## src/rtl/avr_prog_loader.sv

```systemverilog
// rtl/avr_prog_loader.sv - UART bootloader that fills program memory and holds the core until loaded
// Optional trailing checksum byte is compiled in with LOADER_CSUM_EN.
module avr_prog_loader #(
   parameter int CLK_DIV = 16,
   parameter int ADDR_W  = 9
) (
   input  logic              CLK,
   input  logic              RST,
   input  logic              rx,
   output logic              prog_we,
   output logic [ADDR_W-1:0] prog_addr,
   output logic [15:0]       prog_wdata,
   output logic              cpu_hold,
   output logic              done,
   output logic              err
);
   localparam int CNT_W = $clog2(CLK_DIV);
   localparam logic [CNT_W-1:0] HALF_M1 = CNT_W'(CLK_DIV / 2 - 1);
   localparam logic [CNT_W-1:0] FULL_M1 = CNT_W'(CLK_DIV - 1);
   localparam logic [16:0] MAX_LEN = 17'(2 ** ADDR_W);
   localparam logic [7:0]  SYNC_BYTE = 8'hA5;

   typedef enum logic [1:0] {RX_IDLE, RX_START, RX_DATA, RX_STOP} rx_state_t;
   typedef enum logic [2:0] {
      SYNC, LEN_H, LEN_L, DATA_LO, DATA_HI,
`ifdef LOADER_CSUM_EN
      CSUM,
`endif
      DONE, ERR
   } ld_state_t;

   rx_state_t        rx_state, rx_state_nxt;
   logic             rx_meta, rx_sync, rx_prev;
   logic [CNT_W-1:0] rx_cnt, rx_cnt_nxt;
   logic [2:0]       bit_idx, bit_idx_nxt;
   logic [7:0]       rx_shift, rx_shift_nxt;
   logic             byte_valid, byte_valid_nxt;
   logic             frame_err, frame_err_nxt;

   ld_state_t        state, state_nxt;
   logic [7:0]       len_h, len_h_nxt;
   logic [ADDR_W-1:0] last_addr, last_nxt, addr_nxt;
   logic [15:0]      wdata_nxt, len_word;
   logic             we_nxt, hold_nxt, done_nxt, err_nxt;
`ifdef LOADER_CSUM_EN
   logic [7:0]       csum, csum_nxt;
`endif

   assign len_word = {len_h, rx_shift};

   always_ff @(posedge CLK or negedge RST) begin
      if (!RST) begin
         rx_meta    <= 1'b1;
         rx_sync    <= 1'b1;
         rx_prev    <= 1'b1;
         rx_state   <= RX_IDLE;
         rx_cnt     <= '0;
         bit_idx    <= '0;
         rx_shift   <= '0;
         byte_valid <= 1'b0;
         frame_err  <= 1'b0;
      end else begin
         rx_meta    <= rx;
         rx_sync    <= rx_meta;
         rx_prev    <= rx_sync;
         rx_state   <= rx_state_nxt;
         rx_cnt     <= rx_cnt_nxt;
         bit_idx    <= bit_idx_nxt;
         rx_shift   <= rx_shift_nxt;
         byte_valid <= byte_valid_nxt;
         frame_err  <= frame_err_nxt;
      end
   end

   // rx_shift keeps the last byte stable until the next byte's data bits arrive
   always_comb begin
      rx_state_nxt   = rx_state;
      rx_cnt_nxt     = rx_cnt + 1'b1;
      bit_idx_nxt    = bit_idx;
      rx_shift_nxt   = rx_shift;
      byte_valid_nxt = 1'b0;
      frame_err_nxt  = 1'b0;
      case (rx_state)
         RX_IDLE: begin
            rx_cnt_nxt = '0;
            if (rx_prev && !rx_sync) rx_state_nxt = RX_START;
         end
         RX_START: if (rx_cnt == HALF_M1) begin
            rx_cnt_nxt   = '0;
            bit_idx_nxt  = '0;
            rx_state_nxt = rx_sync ? RX_IDLE : RX_DATA;
         end
         RX_DATA: if (rx_cnt == FULL_M1) begin
            rx_cnt_nxt   = '0;
            rx_shift_nxt = {rx_sync, rx_shift[7:1]};
            bit_idx_nxt  = bit_idx + 1'b1;
            if (bit_idx == 3'd7) rx_state_nxt = RX_STOP;
         end
         RX_STOP: if (rx_cnt == FULL_M1) begin
            byte_valid_nxt = rx_sync;
            frame_err_nxt  = !rx_sync;
            rx_state_nxt   = RX_IDLE;
         end
         default: rx_state_nxt = RX_IDLE;
      endcase
   end

   always_ff @(posedge CLK or negedge RST) begin
      if (!RST) begin
         state      <= SYNC;
         len_h      <= '0;
         last_addr  <= '0;
         prog_we    <= 1'b0;
         prog_addr  <= '0;
         prog_wdata <= '0;
         cpu_hold   <= 1'b1;
         done       <= 1'b0;
         err        <= 1'b0;
`ifdef LOADER_CSUM_EN
         csum       <= '0;
`endif
      end else begin
         state      <= state_nxt;
         len_h      <= len_h_nxt;
         last_addr  <= last_nxt;
         prog_we    <= we_nxt;
         prog_addr  <= addr_nxt;
         prog_wdata <= wdata_nxt;
         cpu_hold   <= hold_nxt;
         done       <= done_nxt;
         err        <= err_nxt;
`ifdef LOADER_CSUM_EN
         csum       <= csum_nxt;
`endif
      end
   end

   always_comb begin
      state_nxt = state;
      len_h_nxt = len_h;
      last_nxt  = last_addr;
      we_nxt    = 1'b0;
      addr_nxt  = prog_addr;
      wdata_nxt = prog_wdata;
      hold_nxt  = cpu_hold;
      done_nxt  = done;
      err_nxt   = err;
`ifdef LOADER_CSUM_EN
      csum_nxt  = csum;
`endif
      // address advances the cycle after the write pulse, never during it
      if (prog_we && state == DATA_LO) addr_nxt = prog_addr + 1'b1;
      if (frame_err) begin
         if (state != SYNC && state != DONE && state != ERR) begin
            state_nxt = ERR;
            err_nxt   = 1'b1;
            hold_nxt  = 1'b1;
            done_nxt  = 1'b0;
         end
      end else if (byte_valid) begin
         case (state)
            SYNC: if (rx_shift == SYNC_BYTE) state_nxt = LEN_H;
            LEN_H: begin
               len_h_nxt = rx_shift;
               state_nxt = LEN_L;
            end
            LEN_L: begin
               if (len_word == 16'd0 || {1'b0, len_word} > MAX_LEN) begin
                  state_nxt = ERR;
                  err_nxt   = 1'b1;
                  hold_nxt  = 1'b1;
                  done_nxt  = 1'b0;
               end else begin
                  last_nxt  = ADDR_W'(len_word - 16'd1);
                  addr_nxt  = '0;
                  state_nxt = DATA_LO;
`ifdef LOADER_CSUM_EN
                  csum_nxt  = '0;
`endif
               end
            end
            DATA_LO: begin
               wdata_nxt[7:0] = rx_shift;
               state_nxt      = DATA_HI;
`ifdef LOADER_CSUM_EN
               csum_nxt       = csum + rx_shift;
`endif
            end
            DATA_HI: begin
               wdata_nxt[15:8] = rx_shift;
               we_nxt          = 1'b1;
`ifdef LOADER_CSUM_EN
               csum_nxt        = csum + rx_shift;
`endif
               if (prog_addr == last_addr) begin
`ifdef LOADER_CSUM_EN
                  state_nxt = CSUM;
`else
                  state_nxt = DONE;
                  done_nxt  = 1'b1;
                  hold_nxt  = 1'b0;
                  err_nxt   = 1'b0;
`endif
               end else begin
                  state_nxt = DATA_LO;
               end
            end
`ifdef LOADER_CSUM_EN
            CSUM: begin
               if (rx_shift == csum) begin
                  state_nxt = DONE;
                  done_nxt  = 1'b1;
                  hold_nxt  = 1'b0;
                  err_nxt   = 1'b0;
               end else begin
                  state_nxt = ERR;
                  err_nxt   = 1'b1;
                  hold_nxt  = 1'b1;
                  done_nxt  = 1'b0;
               end
            end
`endif
            DONE, ERR: if (rx_shift == SYNC_BYTE) begin
               state_nxt = LEN_H;
               done_nxt  = 1'b0;
               err_nxt   = 1'b0;
               hold_nxt  = 1'b1;
            end
            default: state_nxt = SYNC;
         endcase
      end
   end
endmodule

```

## config.mk

```make
export PLATFORM = sky130hd
export DESIGN_NAME = avr_prog_loader
export DESIGN_NICKNAME = d
export VERILOG_FILES = /design/src/rtl/avr_prog_loader.sv
export SDC_FILE = /design/constraint.sdc
export NUM_CORES = 1
export LEC_CHECK = 0
export BUFFER_PORTS_ARGS = -buffer_cell sky130_fd_sc_hd__buf_4
export CAP_MARGIN = 5
export CORE_MARGIN = 4
export CORE_UTILIZATION = 60
export CTS_BUF_LIST = sky130_fd_sc_hd__clkbuf_4 sky130_fd_sc_hd__clkbuf_8 sky130_fd_sc_hd__clkbuf_16
export DETAILED_ROUTE_END_ITERATION = 8
export PLACE_DENSITY = 0.81
export RECOVER_POWER = 50
export SLEW_MARGIN = 40
export SYNTH_ARGS = -nofsm -noshare
export SYNTH_HDL_FRONTEND = slang
export SYNTH_SLANG_ARGS = --single-unit
export TNS_END_PERCENT = 1
```

## constraint.sdc

```tcl
create_clock -name CLK -period 3.8 [get_ports CLK]
set_input_delay 0.19 -clock CLK [delete_from_list [all_inputs] [get_ports CLK]]
set_output_delay 0.19 -clock CLK [all_outputs]
set_load 0.05 [all_outputs]
```

==> impl_metrics.tcl, run 1 <==
set metrics [dict create \
    grt_max_degree 72 \
    ir_drop_v 0.0004902 \
    holdBufCountCts 2 \
    synth_top_cell_by_area "dfrtp_1" \
    grt_pass1_vias 2375 \
    synth_cell_types 54 \
    die_x_um 84.66 \
    wl_met1_um 3022 \
    maxUsedRoutingLayer "met4" \
    design.core.area_um2 5608 \
    clock-sinks 71 \
    dp_hpwl_um 4475 \
    cap_violations 1 \
    layout-area-overhead-vs-synth_pct 11.07 \
    synth-main-ff-cell "dfrtp_1" \
    syn_area_um2 3526 \
    cp.required_ns 4.05 \
    hp-class "reg -> reg" \
    critPathLaunchType "register" \
    clockBufferDepth 2 \
    post_cts_buffers 0 \
    maxSlewViolCount 72 \
    fill_cells 437 \
    rows 27 \
    final.setup.tns_ns 0 \
    viasPerCell 5.761 \
    antenna_cells 0 \
    firstDrtPassIters 6 \
    wirelength_um 6611 \
    p_leak_nw 1.970 \
    cp_max_fo 26 \
    drc 0 \
    max_freq_mhz 399.2 \
    netlist_top_cells_count "dfrtp_1 (67), nor2_1 (34), mux2_2 (28), nand2_1 (20), a21oi_1 (15)" \
    gp_congestion 0.8229 \
    synthArstFlopShare_pct 100.0 \
    tightest_slew_ns 1.707 \
    design_area_um2 3916 \
    ys_seq_elements 71 \
    antenna_found_initial 0 \
    period_share_pct 65.93 \
    initial_core_util_pct 62.87 \
    drtIter0Drc 155 \
    ys_warn_count 0 \
    ctsResizeCount 0 \
    cp_data_arrival_time_ns 2.76 \
    synthesis.nets 323 \
    postSynthAreaPerCell_um2 11.23 \
    io_pins 32 \
    hold_viol 0 \
    status "finished with violations" \
    path_class "reg -> reg" \
    clk_latency_ns 0.34 \
    ant_nets 0 \
    fin_skew_ns 0.009384 \
    fin_hold_ws_ns 0.3644 \
    wire_per_inst_um 15.93 \
    period_needed_ns 2.505 \
    synth_adder_area_share_pct 2.129 \
    ys_top_cells_by_area "dfrtp_1 (48%), mux2_2 (8.9%), nor2_1 (3.6%)" \
    die_area_um2 7167 \
    end_kind "register" \
    synth_compound_area_share_pct 10.36 \
    finalNetCount 347 \
    cts_htree_levels 3 \
    clockRootBuffer "clkbuf_8" \
    setup_violations 0 \
    met2_length_um 3210 \
    synth_top_family_by_area "simple AND/OR/NAND/NOR gates" \
    drive_above_1_share_pct 24.20 \
    power_density_nw_per_um2 433.5 \
    placement.io_buffers 31 \
    slew_headroom_pct -13.82 \
    grt_pass1_wl_um 11410 \
    clk_pin_slew_ns 0.07 \
    overflow 0 \
    final_cells 415 \
    rsz0062_at_grt "false" \
    synth.most_common_cell "dfrtp_1" \
    synth-simple-area-share_pct 16.47 \
    dpl_cell_area_um2 3711 \
    power.total_w 0.001698 \
    syn-instance-count 314 \
    seq_area_frac_synth_pct 50.53 \
    die_h_um 84.66 \
    synth_top_area_share_pct 47.55 \
    r2r_slack_ns 1.29 \
    numCtsBuffers 9 \
    synth_mux_area_share_pct 10.08 \
    grtUsageTotal_pct 19.73 \
    synth-edff-count 0 \
    synth_xor_xnor_area_share_pct 5.465 \
    violations "capacitance limit, slew limit" \
    num_vias 2391 \
    wl_met3_um 298 \
    cts_tree "done" \
    dp.cells 397 \
]
[metal layers]
layer,GRT usage (%),up-vias
met5,0,-
met4,5.899,0
met3,4.416,9
met2,31.60,51
met1,27.00,1182
li1,-,1149
[cell usage in the layout, fill, tap and decap left out, types with 3 or more instances in the layout]
cell and count:
dfstp_2 3, nand2_1 20, nor2b_1 5, clkbuf_4 3, ha_1 6, o21ai_0 9
buf_4 18, a21oi_1 15, nor2_1 34, o22ai_1 4, and3_1 4, xnor2_1 8
nor4_1 5, nor3b_1 3, dfrtp_1 67, clkbuf_1 11, a31oi_1 3, mux2_2 28
a21oi_2 3, clkbuf_8 11, xor2_1 14, nand3_1 6, nor3_1 6, inv_1 9
mux2i_1 4
[worst max-delay path, cell delays in order, from the launching register on]
cell and delay (ns):
dfrtp_1 0.43, inv_1 0.13, ha_1 0.27, nor4b_4 0.30
a21boi_2 0.12, nor4b_4 0.37, and2_2 0.53, nor2_1 0.09
a21oi_1 0.17
[registers in the layout (all words and copies together), names as in the netlist, 3 cells and up, named ones only]
register	count
bit_idx	3
prog_wdata	16
prog_addr	9
rx_shift	8
rx_cnt	4
len_h	8
state	3
last_addr	9
[cells by family (layout without fill, tap and decap cells)]
family,Yosys count,after routing
simple gates,103,103
fa+ha+maj,6,6
flops,71,71
buf+inv,29,58
compound gates,51,51
xor+xnor,22,22
mux,32,32
[cell type report]
type                            count  area, um2  area share [%]
Tap cell                           72      90.09           2.300
Clock buffer                       13      166.4           4.249
Sequential cell                    71       1782           45.50
Clock inverter                      3      65.06           1.661
Multi-Input combinational cell    214       1570           40.10
Timing Repair Buffer               33      209.0           5.335
Inverter                            9      33.78          0.8626
[path summary, 6_finish.rpt]
check / start / to / cells after the start
worst max-delay path: rx_shift[1] / last_addr[3] / 8
worst min-delay path: rx_meta / rx_sync / 0
min in group asynchronous: RST / prog_addr[3] / 2
max in group asynchronous: RST / len_h[1] / 2
worst max register to register: rx_shift[1] / last_addr[3] / 8
worst min register to register: rx_meta / rx_sync / 0
[per-stage QoR]
stage	setup slack [ns]	utilization [%]
after global placement	1.180	66.11
after CTS	0.9896	70.66
after detailed placement	1.044	66.18
final	1.295	69.83
after floorplan	1.646	-
after global routing	1.093	69.83
[report_power, final]
group	total, W	switching (W)	internal (W)	leakage (nW)
combinational	0.000150	0.0000807	0.0000689	0.888
sequential	0.000861	0.0000659	0.000795	0.962
clock	0.000687	0.000267	0.000420	0.120
total	0.00170	0.000414	0.00128	1.97
(Power assumes the default switching activity.)
==> run 2: changes to the inputs <==
- CORE_UTILIZATION: 60 -> 53
- PLACE_DENSITY: 0.81 -> 0.76
- clock period: 3.8 -> 2.3 ns (I/O delays scaled with it)
==> run 2 against run 1 <==
The flow still finishes with violations (capacitance limit, slew limit). Utilization decreased by 6.3 points. Clock power increased by 56%. Clock-buffer cell count rose by 1. Largest power group unchanged. Cell count rose by 5.8%.
==> impl_metrics.tcl, run 2 (synthesis results as in run 1) <==
set metrics [dict create \
    grt_pass1_vias 2465 \
    cp.required_ns 2.57 \
    clockRootBuffer "clkbuf_8" \
    antenna_found_initial 0 \
    rows 29 \
    drc 0 \
    antenna_cells 0 \
    fin_skew_ns 0.007404 \
    worst_r2r_endpoint "cpu_hold" \
    holdPathEnd "rx_sync" \
    layout-area-overhead-vs-synth_pct 15.76 \
    period_needed_ns 2.176 \
    path_class "reg -> reg" \
    power.total_w 0.002740 \
    max_freq_mhz 459.5 \
    slew_headroom_pct -11.38 \
    die_x_um 89.57 \
    most-common-layout-cells "dfrtp_1 (66), buf_4 (36), nor2_1 (34), mux2_2 (28), nand2_1 (20)" \
    hold_viol 0 \
    dp_hpwl_um 4581 \
    placement.io_buffers 31 \
    num_vias 2459 \
    r2r_slack_ns 0.12 \
    regMostFlops "prog_wdata" \
    clock-sinks 71 \
    status "finished with violations" \
    rr_worst_depth 6 \
    end_kind "register" \
    clk_pin_slew_ns 0.07 \
    seqCellArea_um2 1783 \
    place_ws_ns 0.09296 \
    grt_max_degree 72 \
    viasPerCell 5.601 \
    cts_htree_levels 3 \
    critPathLaunchType "register" \
    multiInputGateArea_um2 1587 \
    cp_data_arrival_time_ns 2.45 \
    clockBufferDepth 2 \
    wirelength_um 6746 \
    hp-class "reg -> reg" \
    violations "capacitance limit, slew limit" \
    overflow 0 \
    hold-path-cell-count 0 \
    design_area_um2 4081 \
    firstDrtPassIters 4 \
    io_pins 32 \
    fill_cells 514 \
    ant_nets 0 \
    gp_congestion 0.8419 \
    maxSlewViolCount 72 \
    clk_latency_ns 0.34 \
    worstHoldStart "rx_meta" \
    power_density_nw_per_um2 671.2 \
    initial_core_util_pct 54.90 \
    largest_reg_flops 16 \
    numCtsBuffers 9 \
    cap_violations 1 \
    finalNetCount 366 \
    grt_pass1_wl_um 11700 \
    setup_violations 0 \
    die_h_um 89.57 \
    reg_top3 "prog_wdata (16), last_addr (9), prog_addr (9)" \
    wire_per_inst_um 15.37 \
    drtIter0Drc 81 \
    ir_drop_v 0.0007388 \
    r2r_start "prog_addr[4]" \
    fin_hold_ws_ns 0.3721 \
    design.core.area_um2 6422 \
    setup_ws_ns 0.1239 \
    p_leak_nw 2.061 \
    drive_above_1_share_pct 28.45 \
    period_share_pct 94.61 \
    dpl_cell_area_um2 3850 \
    cp_max_fo 7 \
    tightest_slew_ns 1.671 \
    final_common_cell "dfrtp_1" \
    die_area_um2 8022 \
    cts_tree "done" \
    grtUsageTotal_pct 18.97 \
]
run 2: cell count changes in the layout (fill, tap and decap cells not counted):
cell / change
clkinvlp_4: +1
and2_1: +1
buf_4: +18
clkinv_2: -1
buf_12: +1
dfrtp_2: +1
o2111ai_2: +1
o41ai_4: +1
o41ai_2: -1
bufinv_16: -1
and2_2: -1
clkbuf_8: +1
o2111ai_1: -1
dfrtp_1: -1
run 2: power by group:
group	leakage, nW	internal (W)	switching (W)	total, W
sequential	0.961	0.00131	0.000102	0.00142
clock	0.110	0.000615	0.000451	0.00107
combinational	0.990	0.000121	0.000137	0.000258
total	2.06	0.00205	0.000690	0.00274
run 2: layout make-up:
| cell class | count | share of cell area [%] |
|---|---|---|
| tap | 77 | 2.361 |
| multi-input combinational | 214 | 38.87 |
| inverter | 9 | 0.8277 |
| clock buffer | 14 | 4.414 |
| timing repair buffer | 52 | 8.921 |
| clock inverter | 2 | 0.9197 |
| sequential | 71 | 43.68 |
run 2: per-stage QoR:
stage | instances | TNS, ns | utilization (%)
after global routing | 439 | -0.009184 | 63.55
after global placement | 418 | 0 | 59.89
after CTS | 436 | 0 | 63.65
after floorplan | 314 | 0 | -
final | 439 | 0 | 63.55
after detailed placement | 418 | 0 | 59.95
run 2: what timing repair did:
action / 4_1_cts / 5_1_grt
endpoints found under the setup margin: 0 / 12
hold buffers: 2 / 0
hold endpoints to repair: 68 / 0
gates resized for setup: 0 / 3
buffers inserted: 0 / 3
run 2: critical path, stage by stage (launching register included):
cell and delay, ns:
dfrtp_1 0.45, xor2_1 0.19, nor4_1 0.28, nand4_1 0.29
a211oi_4 0.48, nor2b_1 0.10, a221o_2 0.31
run 2: metal layers:
layer | share of wire (%) | up-vias | global-route usage [%]
li1 | - | 1186 | -
met1 | 45 | 1208 | 24.97
met2 | 49 | 59 | 29.85
met3 | 4.7 | 6 | 5.069
met4 | 1.3 | 0 | 7.442
met5 | 0 | - | 0
run 2: worst max path at each step:
stage	start	to	slack [ns]	depth (start not counted)
2_1_floorplan	prog_addr[4]	cpu_hold	0.15	6
4_1_cts	rx_shift[0]	cpu_hold	0.06	7
3_3_place_gp	rx_shift[0]	cpu_hold	0.15	7
5_1_grt	rx_shift[0]	done	-0.008	8
3_5_place_dp	rx_shift[0]	cpu_hold	0.09	7
6_report	prog_addr[4]	cpu_hold	0.12	6
